<file path="config.mk">
export PLATFORM = sky130hd
export DESIGN_NAME = uart_rx_frame_ctrl
export DESIGN_NICKNAME = d
export VERILOG_FILES = /design/src/rtl/uart_pkg.sv /design/src/rtl/uart_rx_sync.sv /design/src/rtl/uart_rx_frame_ctrl.sv
export SDC_FILE = /design/constraint.sdc
export NUM_CORES = 1
export LEC_CHECK = 0
export CAP_MARGIN = 20
export CORE_UTILIZATION = 54
export CTS_CLUSTER_SIZE = 14
export DETAILED_ROUTE_END_ITERATION = 8
export HOLD_SLACK_MARGIN = 0.05
export PLACE_DENSITY = 0.84
export SLEW_MARGIN = 20
export SYNTH_ARGS = -nofsm -noshare
export SYNTH_HDL_FRONTEND = slang
export SYNTH_SLANG_ARGS = --single-unit
</file>
<file path="constraint.sdc">
create_clock -name clock -period 3.4 [get_ports clock]
set_input_delay 0.68 -clock clock [delete_from_list [all_inputs] [get_ports clock]]
set_output_delay 0.68 -clock clock [all_outputs]
set_load 0.02 [all_outputs]
</file>
<file path="src/rtl/uart_pkg.sv">
// Shared UART RX definitions: parity encodings, error bit
// indices, receive FSM states and the default oversample ratio.
package uart_pkg;

  localparam int OVERSAMPLE_DEF = 16;

  localparam logic [1:0] PAR_NONE = 2'b00;
  localparam logic [1:0] PAR_ODD  = 2'b01;
  localparam logic [1:0] PAR_EVEN = 2'b10;

  localparam int ERR_PARITY = 0;
  localparam int ERR_START  = 1;
  localparam int ERR_STOP   = 2;

  typedef enum logic [2:0] {
    ST_IDLE,
    ST_START,
    ST_DATA,
    ST_PARITY,
    ST_STOP,
    ST_CHECK,
    ST_DELIVER,
    ST_BREAK
  } rx_state_e;

  function automatic logic par_en(input logic [1:0] t);
    return (t == PAR_ODD) || (t == PAR_EVEN);
  endfunction

endpackage

</file>
<file path="src/rtl/uart_rx_sync.sv">
// Two-flop synchronizer for the raw serial line; resets to the
// idle (high) level. Ports: clock, reset_n, d_i (async), q_o.
module uart_rx_sync (
  input  logic clock,
  input  logic reset_n,
  input  logic d_i,
  output logic q_o
);

  logic [1:0] ff_q;

  always_ff @(posedge clock or negedge reset_n) begin
    if (!reset_n) ff_q <= 2'b11;
    else          ff_q <= {ff_q[0], d_i};
  end

  assign q_o = ff_q[1];

endmodule

</file>
<file path="src/rtl/uart_rx_frame_ctrl.sv">
// UART RX frame sequencer: start qualification, LSB-first data,
// optional parity, stop, ErrorCheck hand-off and byte delivery.
// Ports: clock/reset_n, baud_tick, rx_in, parity_type in;
// frame fields + recieved_flag to ErrorCheck, error_flag back;
// data_out/data_valid/error_out to consumer; busy status.
module uart_rx_frame_ctrl
  import uart_pkg::*;
#(
  parameter int OVERSAMPLE = OVERSAMPLE_DEF,
  parameter int DATA_WIDTH = 8
) (
  input  logic                  clock,
  input  logic                  reset_n,
  input  logic                  baud_tick,
  input  logic                  rx_in,
  input  logic [1:0]            parity_type,
  output logic                  start_bit,
  output logic [DATA_WIDTH-1:0] raw_data,
  output logic                  parity_bit,
  output logic                  stop_bit,
  output logic [1:0]            parity_type_o,
  output logic                  recieved_flag,
  input  logic [2:0]            error_flag,
  output logic [DATA_WIDTH-1:0] data_out,
  output logic                  data_valid,
  output logic [2:0]            error_out,
  output logic                  busy
);

  localparam int TW = $clog2(OVERSAMPLE);
  localparam logic [TW-1:0] HALF = TW'(OVERSAMPLE / 2 - 1);
  localparam logic [TW-1:0] LAST = TW'(OVERSAMPLE - 1);
  localparam logic [2:0] BIT_LAST = 3'(DATA_WIDTH - 1);

  logic rx_s;

  rx_state_e state_q, state_d;
  logic [TW-1:0] tick_q, tick_d;
  logic [2:0] bit_q, bit_d;
  logic [DATA_WIDTH-1:0] raw_q, raw_d;
  logic start_q, start_d;
  logic par_q, par_d;
  logic stop_q, stop_d;
  logic [1:0] ptype_q, ptype_d;
  logic [DATA_WIDTH-1:0] dout_q, dout_d;
  logic dv_q, dv_d;
  logic [2:0] err_q, err_d;

  uart_rx_sync u_sync (
    .clock   (clock),
    .reset_n (reset_n),
    .d_i     (rx_in),
    .q_o     (rx_s)
  );

  always_ff @(posedge clock or negedge reset_n) begin
    if (!reset_n) begin
      state_q <= ST_IDLE;
      tick_q  <= '0;
      bit_q   <= '0;
      raw_q   <= '0;
      start_q <= 1'b1;
      par_q   <= 1'b0;
      stop_q  <= 1'b1;
      ptype_q <= PAR_NONE;
      dout_q  <= '0;
      dv_q    <= 1'b0;
      err_q   <= '0;
    end else begin
      state_q <= state_d;
      tick_q  <= tick_d;
      bit_q   <= bit_d;
      raw_q   <= raw_d;
      start_q <= start_d;
      par_q   <= par_d;
      stop_q  <= stop_d;
      ptype_q <= ptype_d;
      dout_q  <= dout_d;
      dv_q    <= dv_d;
      err_q   <= err_d;
    end
  end

  always_comb begin
    state_d = state_q;
    tick_d  = tick_q;
    bit_d   = bit_q;
    raw_d   = raw_q;
    start_d = start_q;
    par_d   = par_q;
    stop_d  = stop_q;
    ptype_d = ptype_q;
    dout_d  = dout_q;
    dv_d    = 1'b0;
    err_d   = err_q;

    unique case (state_q)
      ST_IDLE: begin
        if (baud_tick && !rx_s) begin
          state_d = ST_START;
          tick_d  = '0;
        end
      end

      ST_START: begin
        if (baud_tick) begin
          if (tick_q == HALF) begin
            if (!rx_s) begin
              start_d = 1'b0;
              ptype_d = parity_type;
              tick_d  = '0;
              bit_d   = '0;
              state_d = ST_DATA;
            end else begin
              state_d = ST_IDLE;
            end
          end else begin
            tick_d = tick_q + 1'b1;
          end
        end
      end

      ST_DATA: begin
        if (baud_tick) begin
          if (tick_q == LAST) begin
            tick_d       = '0;
            raw_d[bit_q] = rx_s;
            bit_d        = bit_q + 3'd1;
            if (bit_q == BIT_LAST) begin
              if (par_en(ptype_q)) begin
                state_d = ST_PARITY;
              end else begin
                par_d   = 1'b0;
                state_d = ST_STOP;
              end
            end
          end else begin
            tick_d = tick_q + 1'b1;
          end
        end
      end

      ST_PARITY: begin
        if (baud_tick) begin
          if (tick_q == LAST) begin
            tick_d  = '0;
            par_d   = rx_s;
            state_d = ST_STOP;
          end else begin
            tick_d = tick_q + 1'b1;
          end
        end
      end

      ST_STOP: begin
        if (baud_tick) begin
          if (tick_q == LAST) begin
            tick_d  = '0;
            stop_d  = rx_s;
            state_d = ST_CHECK;
          end else begin
            tick_d = tick_q + 1'b1;
          end
        end
      end

      // ErrorCheck is combinational on the presented fields,
      // so its verdict is captured alongside the byte here.
      ST_CHECK: begin
        dout_d  = raw_q;
        err_d   = error_flag;
        dv_d    = 1'b1;
        state_d = ST_DELIVER;
      end

      // A low stop bit may be a break: hold off re-arming
      // until the line has gone back high.
      ST_DELIVER: begin
        if (stop_q || rx_s) state_d = ST_IDLE;
        else                state_d = ST_BREAK;
      end

      ST_BREAK: begin
        if (rx_s) state_d = ST_IDLE;
      end

      default: state_d = ST_IDLE;
    endcase
  end

  assign start_bit     = start_q;
  assign raw_data      = raw_q;
  assign parity_bit    = par_q;
  assign stop_bit      = stop_q;
  assign parity_type_o = ptype_q;
  assign recieved_flag = (state_q == ST_CHECK);
  assign data_out      = dout_q;
  assign data_valid    = dv_q;
  assign error_out     = err_q;
  assign busy          = (state_q != ST_IDLE);

endmodule
</file>
# == After elaboration in Yosys (flattened, before gate mapping) ==
# Cells that the tools add are included.
# totals
mem_bits_ro,0
mem_bits_rw,0
wordCells,101
reg_bits,37
mem_count,0
latch_bits,0
# op_classes
addsub,2
n_lt_le_gt_ge,2
div_mod_pow,0
n_mul,0
bitwise,1
shift,0
muxes,39
reduce_logical,18
eq_ne,27
# op_table
cell,count
$mux W3,18
$mux W4,6
$ne A2 B2 Y1 const B,12
$pmux W3 S8,1
$eq A3 B3 Y1 const B,5
$pmux W4 S3,1
$reduce_and A11 Y1,1
$bwmux W8,1
$mux W1,8
$reduce_and A7 Y1,1
$eq A3 B2 Y1 const B,2
$pmux W3 S2,1
$reduce_and A3 Y1,2
$reduce_and A6 Y1,1
$reduce_bool A3 Y1,2
$reduce_and A5 Y1,1
$add A4 B1 Y4 const B,1
$eq A4 B3 Y1 const B,1
$eq A4 B4 Y1 const B,1
$lt A3 B4 Y1 const B,1
$ne A2 B1 Y1 const B,2
$reduce_and A4 Y1,1
$reduce_bool A2 Y1,2
$add A3 B1 Y3 const B,1
14 further kinds,16

# == Logic depth before layout (Yosys ltp) ==
# Gate-level depths: netlist (run 1).
# logic_depth
word_depth,7
ltp_mapped,7
ltp_nobuf,7

# == By module ==
# From an unflattened synthesis (run 1), not the netlist that was laid out.
# hier_totals
hier_cells,165
area_unflattened_um2,1846.8
# by_module_without_submodules
module,area_per_inst_um2,cells_each,n_inst
uart_rx_frame_ctrl,1794.2,163,1
uart_rx_sync,52.6,2,1

# == Worst setup path after synthesis (run 1) ==
# No wires, ideal clock.
# synth_timing
kind,input to register
start,in baud_tick
end,reg raw_q[3] (netlist: raw_data[3])
arrival_time_ns,1.770
stages,5
required_time_ns,3.275
slack_ns,1.506
n_path_buf,0
path_cell_list,nand4_1 -> nor3_1 -> nand2_1 -> nor3b_1 -> mux2_2
# synth_via
elab_chain_cells,1
# synth_rtl
element,line,source
"start, declared",uart_rx_frame_ctrl.sv:14,"input logic baud_tick,"
$reduce_and A3 Y1 (no line),-,
"end signal, assigned",uart_rx_frame_ctrl.sv:73,raw_q <= raw_d;
"end, declared",uart_rx_frame_ctrl.sv:40,"logic [DATA_WIDTH-1:0] raw_q, raw_d;"
# Every way passes these cells.
# A chain may end at the register's enable or synchronous reset.

# == Worst setup path after layout (run 1) ==
# layout_timing
start,reg state_q[0]
end,out recieved_flag
# layout_via
elab_chain_cells,1
# layout_rtl
element,line,source
"start, declared",uart_rx_frame_ctrl.sv:37,"rx_state_e state_q, state_d;"
"start signal, assigned",uart_rx_frame_ctrl.sv:70,state_q <= state_d;
$eq A3 B3 Y1,uart_rx_frame_ctrl.sv:196,assign recieved_flag = (state_q == ST_CHECK);
"end, declared",uart_rx_frame_ctrl.sv:22,"output logic recieved_flag,"
# Every way passes these cells.

==> results of run 1 <==
metal layers:
layer	global-route usage, %	vias up	part of all wire, %
li1	-	620	-
met1	27.0	669	42
met2	39.7	40	52
met3	8.57	4	4.9
met4	9.86	0	0.99
met5	0	-	0
power by group through the flow:
| stage | clock, µW | sequential [µW] | combinational (µW) |
|---|---|---|---|
| 6_report | 221 | 551 | 263 |
| 2_1_floorplan | 0 | 525 | 210 |
| 3_5_place_dp | 0 | 557 | 260 |
| 5_1_grt | 251 | 558 | 292 |
| 4_1_cts | 232 | 548 | 262 |
| 3_3_place_gp | 0 | 550 | 243 |
through the flow:
step | cell area [µm²] | hold WS, ns | worst slack, ns
3_3_place_gp | 2110 | 0.347 | 0.829
4_1_cts | 2160 | 0.366 | 0.400
2_1_floorplan | 1730 | 0.345 | 1.51
5_1_grt | 2160 | 0.373 | 0.218
3_5_place_dp | 2110 | 0.351 | 0.685
6_report | 2160 | 0.368 | 0.363
synth_stat cells, drive strengths merged, types with 3 or more instances:
cell | n | share of area, %
nor2 | 5 | 1.1
o21ai | 12 | 3.5
inv | 7 | 1.5
dfstp | 4 | 6.1
nor3 | 5 | 1.4
nor2b | 4 | 1.4
dfrtp | 33 | 48
nand2b | 4 | 1.4
ha | 3 | 2.2
nor3b | 4 | 1.7
nand3b | 4 | 1.7
nand2 | 11 | 2.4
buf | 6 | 2.1
mux2 | 17 | 11
kinds of logic after synthesis:
| group | Yosys count |
|---|---|
| buffers and inverters | 14 |
| muxes | 19 |
| DFF | 37 |
| xor gates and xnor gates | 1 |
| AOI/OAI and AO/OA | 28 |
| and+or+nand+nor | 50 |
| adders and majority gates | 3 |
final cells by class:
class / count / area, µm²
Timing Repair Buffer: 37 / 365
Clock buffer: 6 / 41.3
Inverter: 7 / 26.3
Fill cell: 254 / 893
Sequential cell: 37 / 931
Multi-Input combinational cell: 101 / 731
Tap cell: 44 / 55.1
Clock inverter: 2 / 10.0
worst paths after layout:
| kind | end | cells after the start | from |
|---|---|---|---|
| setup / recovery | recieved_flag | 5 | state_q[0] |
| hold / removal | u_sync.ff_q[1] | 0 | u_sync.ff_q[0] |
| min in group asynchronous | data_out[6] | 2 | reset_n |
| setup reg to reg | parity_type_o[1] | 4 | state_q[0] |
| hold reg to reg | u_sync.ff_q[1] | 0 | u_sync.ff_q[0] |
| max in group asynchronous | u_sync.ff_q[1] | 2 | reset_n |
flip-flops by register name, summed over array words and instances (netlist names):
name and count:
error_out 3, parity_bit 1, data_valid 1, data_out 8
start_bit 1, raw_data 8, bit_q 3, tick_q 4
u_sync.ff_q 2, parity_type_o 2, state_q 3, stop_bit 1
==> impl_results.md, run 1 <==
- Syn Nets: 164
- Worst rel slew slack: 46.9%
- Startpoint Class: flop
- LEAKAGE: 0.000990 µW
- Internal power: a little under 700 µW
- Most frequent cells in the layout: clkdlybuf4s50_1, dfrtp_1, mux2_2, o21ai_0, nand2_1
- FP Rows: 20
- RSZ-0062 raised after global routing: no
- Yosys reg bits: 37
- Compound-Gate Fraction of Synth Area: 10.6%
- GR Overflow Total: 0
- Setup Skew: 0.0133 ns
- Post-CTS setup buffer count: 0
- TritonCTS Buffers: 5
- EDFF count, synth: 0
- Die width: 58.6 µm
- Hold Path Class: flop to flop
- Synth warn: 0
- Routed WL: 3520 µm
- Port Buffers: 35
- Final Critical Period: 3.04 ns
- Main combinational cell family by area after synthesis: simple AND/OR/NAND/NOR gates
- Peak supply drop: 437 µV
- I/O pin total: 36
- # H-tree levels: 2
- Adder-Cell Fraction of Synth Area: under 10%
- All-layer global routing usage: 23.5%
- CTS sink cnt: 37
- Dpl cells: roughly 230
- Period utilisation layout: 89.3%
- Finished Layout Cells: 234
- Cts hold-fix bufs: 0
- Post-Syn Instances: 152
- Clock tree from TritonCTS: yes
- CTS-repair resized insts: 0
- Slowest cell on crit path: dfrtp_1
- Switching Share: 34.0%
- Cells along the critical path: nor2b_1 -> nand2_1 -> buf_4 -> inv_1 -> clkdlybuf4s50_1
- Post-synth top flop: dfrtp_1
- Mapped Area: 1730 µm²
- MaxCap Viol Count: 0
- # setup viols final: 0
- Fmax achieved: 329 MHz
- Comb pwr share: 25.4%
- Syn_area_per_cell: 11.4 µm²
- Starting Density: 56.6%
- Register area share after synthesis: a little over half
- Asr flop ratio synth: 100%
- NetSw: 352 µW
- Antenna violation net count after detailed routing: 0
- Final Max Slew Viols: 0
- Area growth from synthesis to layout: 25.0%
- Worst Path Class, Setup: flop to primary output
- Synth Area in Simple Gates: between 10% and 20%
- Outcome: complete, no violations
- Required time worst endpoint: roughly 2.7 ns
- DP HPWL: 2540 µm
- Core Region: 3050 µm²
- Setup total negative slack: 0 ns
- Initial DRC Count: 29
- Initial antenna violation count: 0
- # diodes: 0
- Via count: 1333
- Pwr dens: approximately 480 nW/µm²
- Clk_lat worst skew: between 0.3 and 0.4 ns
- Share of layout cells above drive strength 1: between 15 and 20%
- Final core utilization: 70.7%
- Vias in the first global route: between 1000 and 1500
- Worst R2R Setup Slack: 1.28 ns
- Slowest stage delay, CP: approximately 0.70 ns
- Worst Max-Slew Pin Slew: between 0.7 and 0.8 ns
- Synth unique cells: 41
- Sequential power share: between 50% and 60%
- CP delay by family, top: buffers and inverters
- Clock power share: 21.4%
- Clock slew at reported path FFs: 0.11 ns
- Post-synthesis mux area share: 12.2%
- DRT Pass-1 Iters: 4
- Chip Height: 58.6 µm
- Crit path DAT: around 2.4 ns
- CP endpoint kind: primary output
- RePlAce Congestion: 1.02
- Worst-path fanout max: 18
- First-pass GRT wire length: 5870 µm
- Worst-case clock buffer depth: 2
- Root Buffer: clkbuf_4
- DR vias/cell: 5.70
- Total power: 1040 µW
- Die ar.: 3430 µm²
- Drt wl/cell: 15.1 µm
- Hold Violations, Final: 0
- Nets: 201
- Commonest non-fill, non-tap cell in the layout: clkdlybuf4s50_1
- # DRC: 0
- Worst Path Buf+Inv: 3
- Largest net degree at the start of global routing: 38
- Synth Area in XOR/XNOR: 0.507%
(Power assumes the default switching activity.)
==> run 2: changes to the inputs <==
--- a/config.mk
+++ b/config.mk
@@ -5,12 +5,14 @@
 export SDC_FILE = /design/constraint.sdc
 export NUM_CORES = 1
 export LEC_CHECK = 0
+export ABC_AREA = 1
 export CAP_MARGIN = 20
-export CORE_UTILIZATION = 54
+export CORE_UTILIZATION = 49
+export CTS_BUF_LIST = sky130_fd_sc_hd__clkbuf_4
 export CTS_CLUSTER_SIZE = 14
 export DETAILED_ROUTE_END_ITERATION = 8
 export HOLD_SLACK_MARGIN = 0.05
-export PLACE_DENSITY = 0.84
+export PLACE_DENSITY = 0.78
 export SLEW_MARGIN = 20
 export SYNTH_ARGS = -nofsm -noshare
 export SYNTH_HDL_FRONTEND = slang
==> constraint.sdc (replaced) <==
create_clock -name clock -period 2.45 [get_ports clock]
set_input_delay 0.49 -clock clock [delete_from_list [all_inputs] [get_ports clock]]
set_output_delay 0.49 -clock clock [all_outputs]
set_load 0.02 [all_outputs]
==> run 2 against run 1 <==
Effect of this change: clock skew up 0.0047 ns; core utilization decreased by 8.5 points; synthesized cell count increased by 72%; setup slack got worse by 0.25 ns; area after synthesis is 18% higher; critical path type unchanged; largest cell class is now multi-input combinational cells.
==> impl_results.md, run 2 <==
- Fillcell total: 362 (+43%)
- Slowest cell on crit path: clkdlybuf4s50_1
- Dpl ws: 0.519 ns (-0.166 ns)
- Dpl cells: 344 (+52%)
- Syn_area_per_cell: 7.80 µm² (-31%)
- Register area share after synthesis: 45.5% (-8.3 points)
- Hold endpoint: u_sync.ff_q[1]
- Initial antenna violation count: 0 (unchanged)
- Commonest non-fill, non-tap cell in the layout: nand2_1
- Mapped Area: 2040 µm² (+18%)
- Post-synth top flop: dfrtp_1
- Cell with the most instances after synthesis: nand2_1
- HP Start: u_sync.ff_q[0]
- All-layer global routing usage: 22.7% (-0.79 points)
- Worst R2R Setup Slack: 0.77 ns (-0.51 ns)
- Cell taking the most area after synthesis: dfrtp_1
- Initial DRC Count: 102 (+250%)
- Drt wl/cell: 12.7 µm (-16%)
- RR Startpoint: bit_q[0]
- Post-synth top area share: 40.4% (-7.4 points)
- Largest net degree at the start of global routing: 38 (unchanged)
- I/O pin total: 36 (unchanged)
- Final Max Slew Viols: 0 (unchanged)
- Chip Height: 66.6 µm (+14%)
- GR Overflow Total: 0 (unchanged)
- Cells along the critical path: inv_4 -> nand2_4 -> nor2_2 -> clkdlybuf4s50_1
- Post-Syn Instances: 262 (+72%)
- Worst rel slew slack: 68.2% (+21 points)
- Worst Path Class, Setup: flop to primary output
- Top post-synthesis cells by count: nand2_1, dfrtp_1, nand3_1
- Worst Max-Slew Pin Slew: 0.476 ns (-0.313 ns)
- Total power: 2090 µW (+100%)
- EDFF count, synth: 0 (unchanged)
- Yosys reg bits: 37 (unchanged)
- Via count: 1780 (+34%)
- Fmax achieved: around 430 MHz
- Worst-case clock buffer depth: 2 (unchanged)
- Slowest stage delay, CP: 0.62 ns (-0.08 ns)
- CTS sink cnt: 37 (unchanged)
- Required time worst endpoint: 1.96 ns (-0.76 ns)
- Finished Layout Cells: 352 (+50%)
- Peak supply drop: 428 µV (-2.1%)
- Worst-path fanout max: 11 (-7)
- Cts hold-fix bufs: 0 (unchanged)
- RePlAce Congestion: 0.957 (-6.6%)
- DP HPWL: 3230 µm (+27%)
- Clk_lat worst skew: 0.37 ns (+0.02 ns)
- Area of the multi-input gates: 977 µm² (+34%)
- RSZ-0062 raised after global routing: no
- Pwr dens: 839 nW/µm² (+75%)
- Synth unique cells: 26 (-37%)
- LEAKAGE: 0.00123 µW (+24%)
- MaxCap Viol Count: 0 (unchanged)
- Startpoint Class: flop
- Root Buffer: clkbuf_4
- # diodes: 0 (unchanged)
- TritonCTS Buffers: 5 (unchanged)
- Hold_ws: 0.342 ns (-0.0261 ns)
- Routed WL: 4460 µm (+27%)
- Worst Setup Slack, final: 0.111 ns (-0.251 ns)
- Most frequent cells in the layout: nand2_1, clkdlybuf4s50_1, dfrtp_1, nand3_1, nor2_1
- Antenna violation net count after detailed routing: 0 (unchanged)
- CP endpoint kind: primary output
- DR vias/cell: 5.06 (-11%)
- Hold Violations, Final: 0 (unchanged)
- Share of layout cells above drive strength 1: 14.6% (-2.8 points)
- Clock tree from TritonCTS: yes
- RR Endpoint: parity_bit
- Core Region: 4000 µm² (+31%)
- Post-CTS setup buffer count: 0 (unchanged)
- Outcome: complete, no violations
- Clock slew at reported path FFs: 0.14 ns (+0.03 ns)
- Area growth from synthesis to layout: 21.8%
- Worst hold path depth: 0 (unchanged)
- Die width: 66.6 µm (+14%)
- Setup Skew: 0.0181 ns (+0.00471 ns)
- Setup total negative slack: 0 ns (unchanged)
- Largest cells by area after synthesis: dfrtp_1, nand2_1, nand3_1
- # DRC: 0 (unchanged)
- Crit path DAT: 1.85 ns (-0.51 ns)
- Register area: 931 µm² (unchanged)
- Syn Nets: 274 (+67%)
- First-pass GRT wire length: 7330 µm (+25%)
- Synth warn: 0 (unchanged)
- FP Rows: 23 (+15%)
- Hold Path Class: flop to flop
- Nets: 313 (+56%)
- # setup viols final: 0 (unchanged)
- Final Critical Period: 2.34 ns
- DRT Pass-1 Iters: 4 (unchanged)
- Reg2reg path depth: 7 (+3)
- Vias in the first global route: 1538 (+14%)
- Die ar.: 4430 µm² (+29%)
- Starting Density: 51.1% (-5.5 points)
- CTS-repair resized insts: 0 (unchanged)
- Period utilisation layout: 95.5%
- Asr flop ratio synth: 100% (unchanged)
- Port Buffers: 35 (unchanged)
- # H-tree levels: 2 (unchanged)
==> run 2: cell types whose count changed in the layout (fill, tap and decap cells not counted), moves of 5 or more <==
cell,before,now
inv_1,6,15
o21ai_0,12,2
nand3_1,2,27
nand2_2,0,5
inv_2,1,6
mux2_2,16,0
o21ai_1,0,12
nor2_4,0,5
nor3_1,5,0
nor2_1,5,16
nand2_1,11,107
==> run 2: through the flow <==
stage / cell area (µm²) / utilization, %
2_1_floorplan: 2040 / -
5_1_grt: 2490 / 62.2
3_3_place_gp: 2430 / 60.9
4_1_cts: 2490 / 62.2
3_5_place_dp: 2430 / 60.9
6_report: 2490 / 62.2
==> run 2: metal layers <==
metal	vias up	global-route usage, %	wire length [µm]
met5	-	0	0
met4	0	7.18	77
met3	7	7.53	266
met2	62	33.6	2050
met1	800	31.0	2070
li1	911	-	-
==> run 2: logic make-up after synthesis <==
family          synth area share, %
simple gates                   41.6
flops                          45.5
buf+inv                        6.67
compound gates                 4.35
fa+ha+maj                      1.84
==> run 2: final cells by class <==
| class | instances | area share (%) |
|---|---|---|
| multi-input cells | 196 | 39.2 |
| well taps | 50 | 2.51 |
| clock inverters | 3 | 0.704 |
| flip-flops and latches | 37 | 37.4 |
| inverters | 23 | 3.67 |
| clock buffers | 5 | 1.51 |
| repair buffers | 38 | 15.0 |
==> run 2: power by group <==
group | internal [µW] | switching, µW | leakage, µW
Clock | 109 | 229 | 0.0000326
Sequential | 689 | 99.9 | 0.000481
Combinational | 342 | 620 | 0.000711
Total | 1140 | 948 | 0.00123
==> run 2: how the worst max path moves through the flow <==
stage / startpoint / end / slack [ns] / cells past startpoint
2_1_floorplan: state_q[1] / recieved_flag / 0.90 / 5
3_3_place_gp: state_q[1] / busy / 0.52 / 3
3_5_place_dp: state_q[1] / recieved_flag / 0.52 / 4
4_1_cts: state_q[1] / recieved_flag / 0.11 / 4
5_1_grt: state_q[1] / recieved_flag / 0.05 / 4
6_report: state_q[1] / recieved_flag / 0.11 / 4
==> run 2: critical path, delay by kind of cell (launching register included) <==
kind | cells | cell delay, ns
flops | 1 | 0.55
buf+inv | 2 | 0.74
simple gates | 2 | 0.18
==> run 3: changes to the inputs <==
--- a/config.mk
+++ b/config.mk
@@ -13,6 +13,7 @@
 export DETAILED_ROUTE_END_ITERATION = 8
 export HOLD_SLACK_MARGIN = 0.05
 export PLACE_DENSITY = 0.78
+export SETUP_SLACK_MARGIN = 0.05
 export SLEW_MARGIN = 20
 export SYNTH_ARGS = -nofsm -noshare
 export SYNTH_HDL_FRONTEND = slang
==> results of run 3 <==
No change in the layout: final DEF, timing and power equal those of run 2.
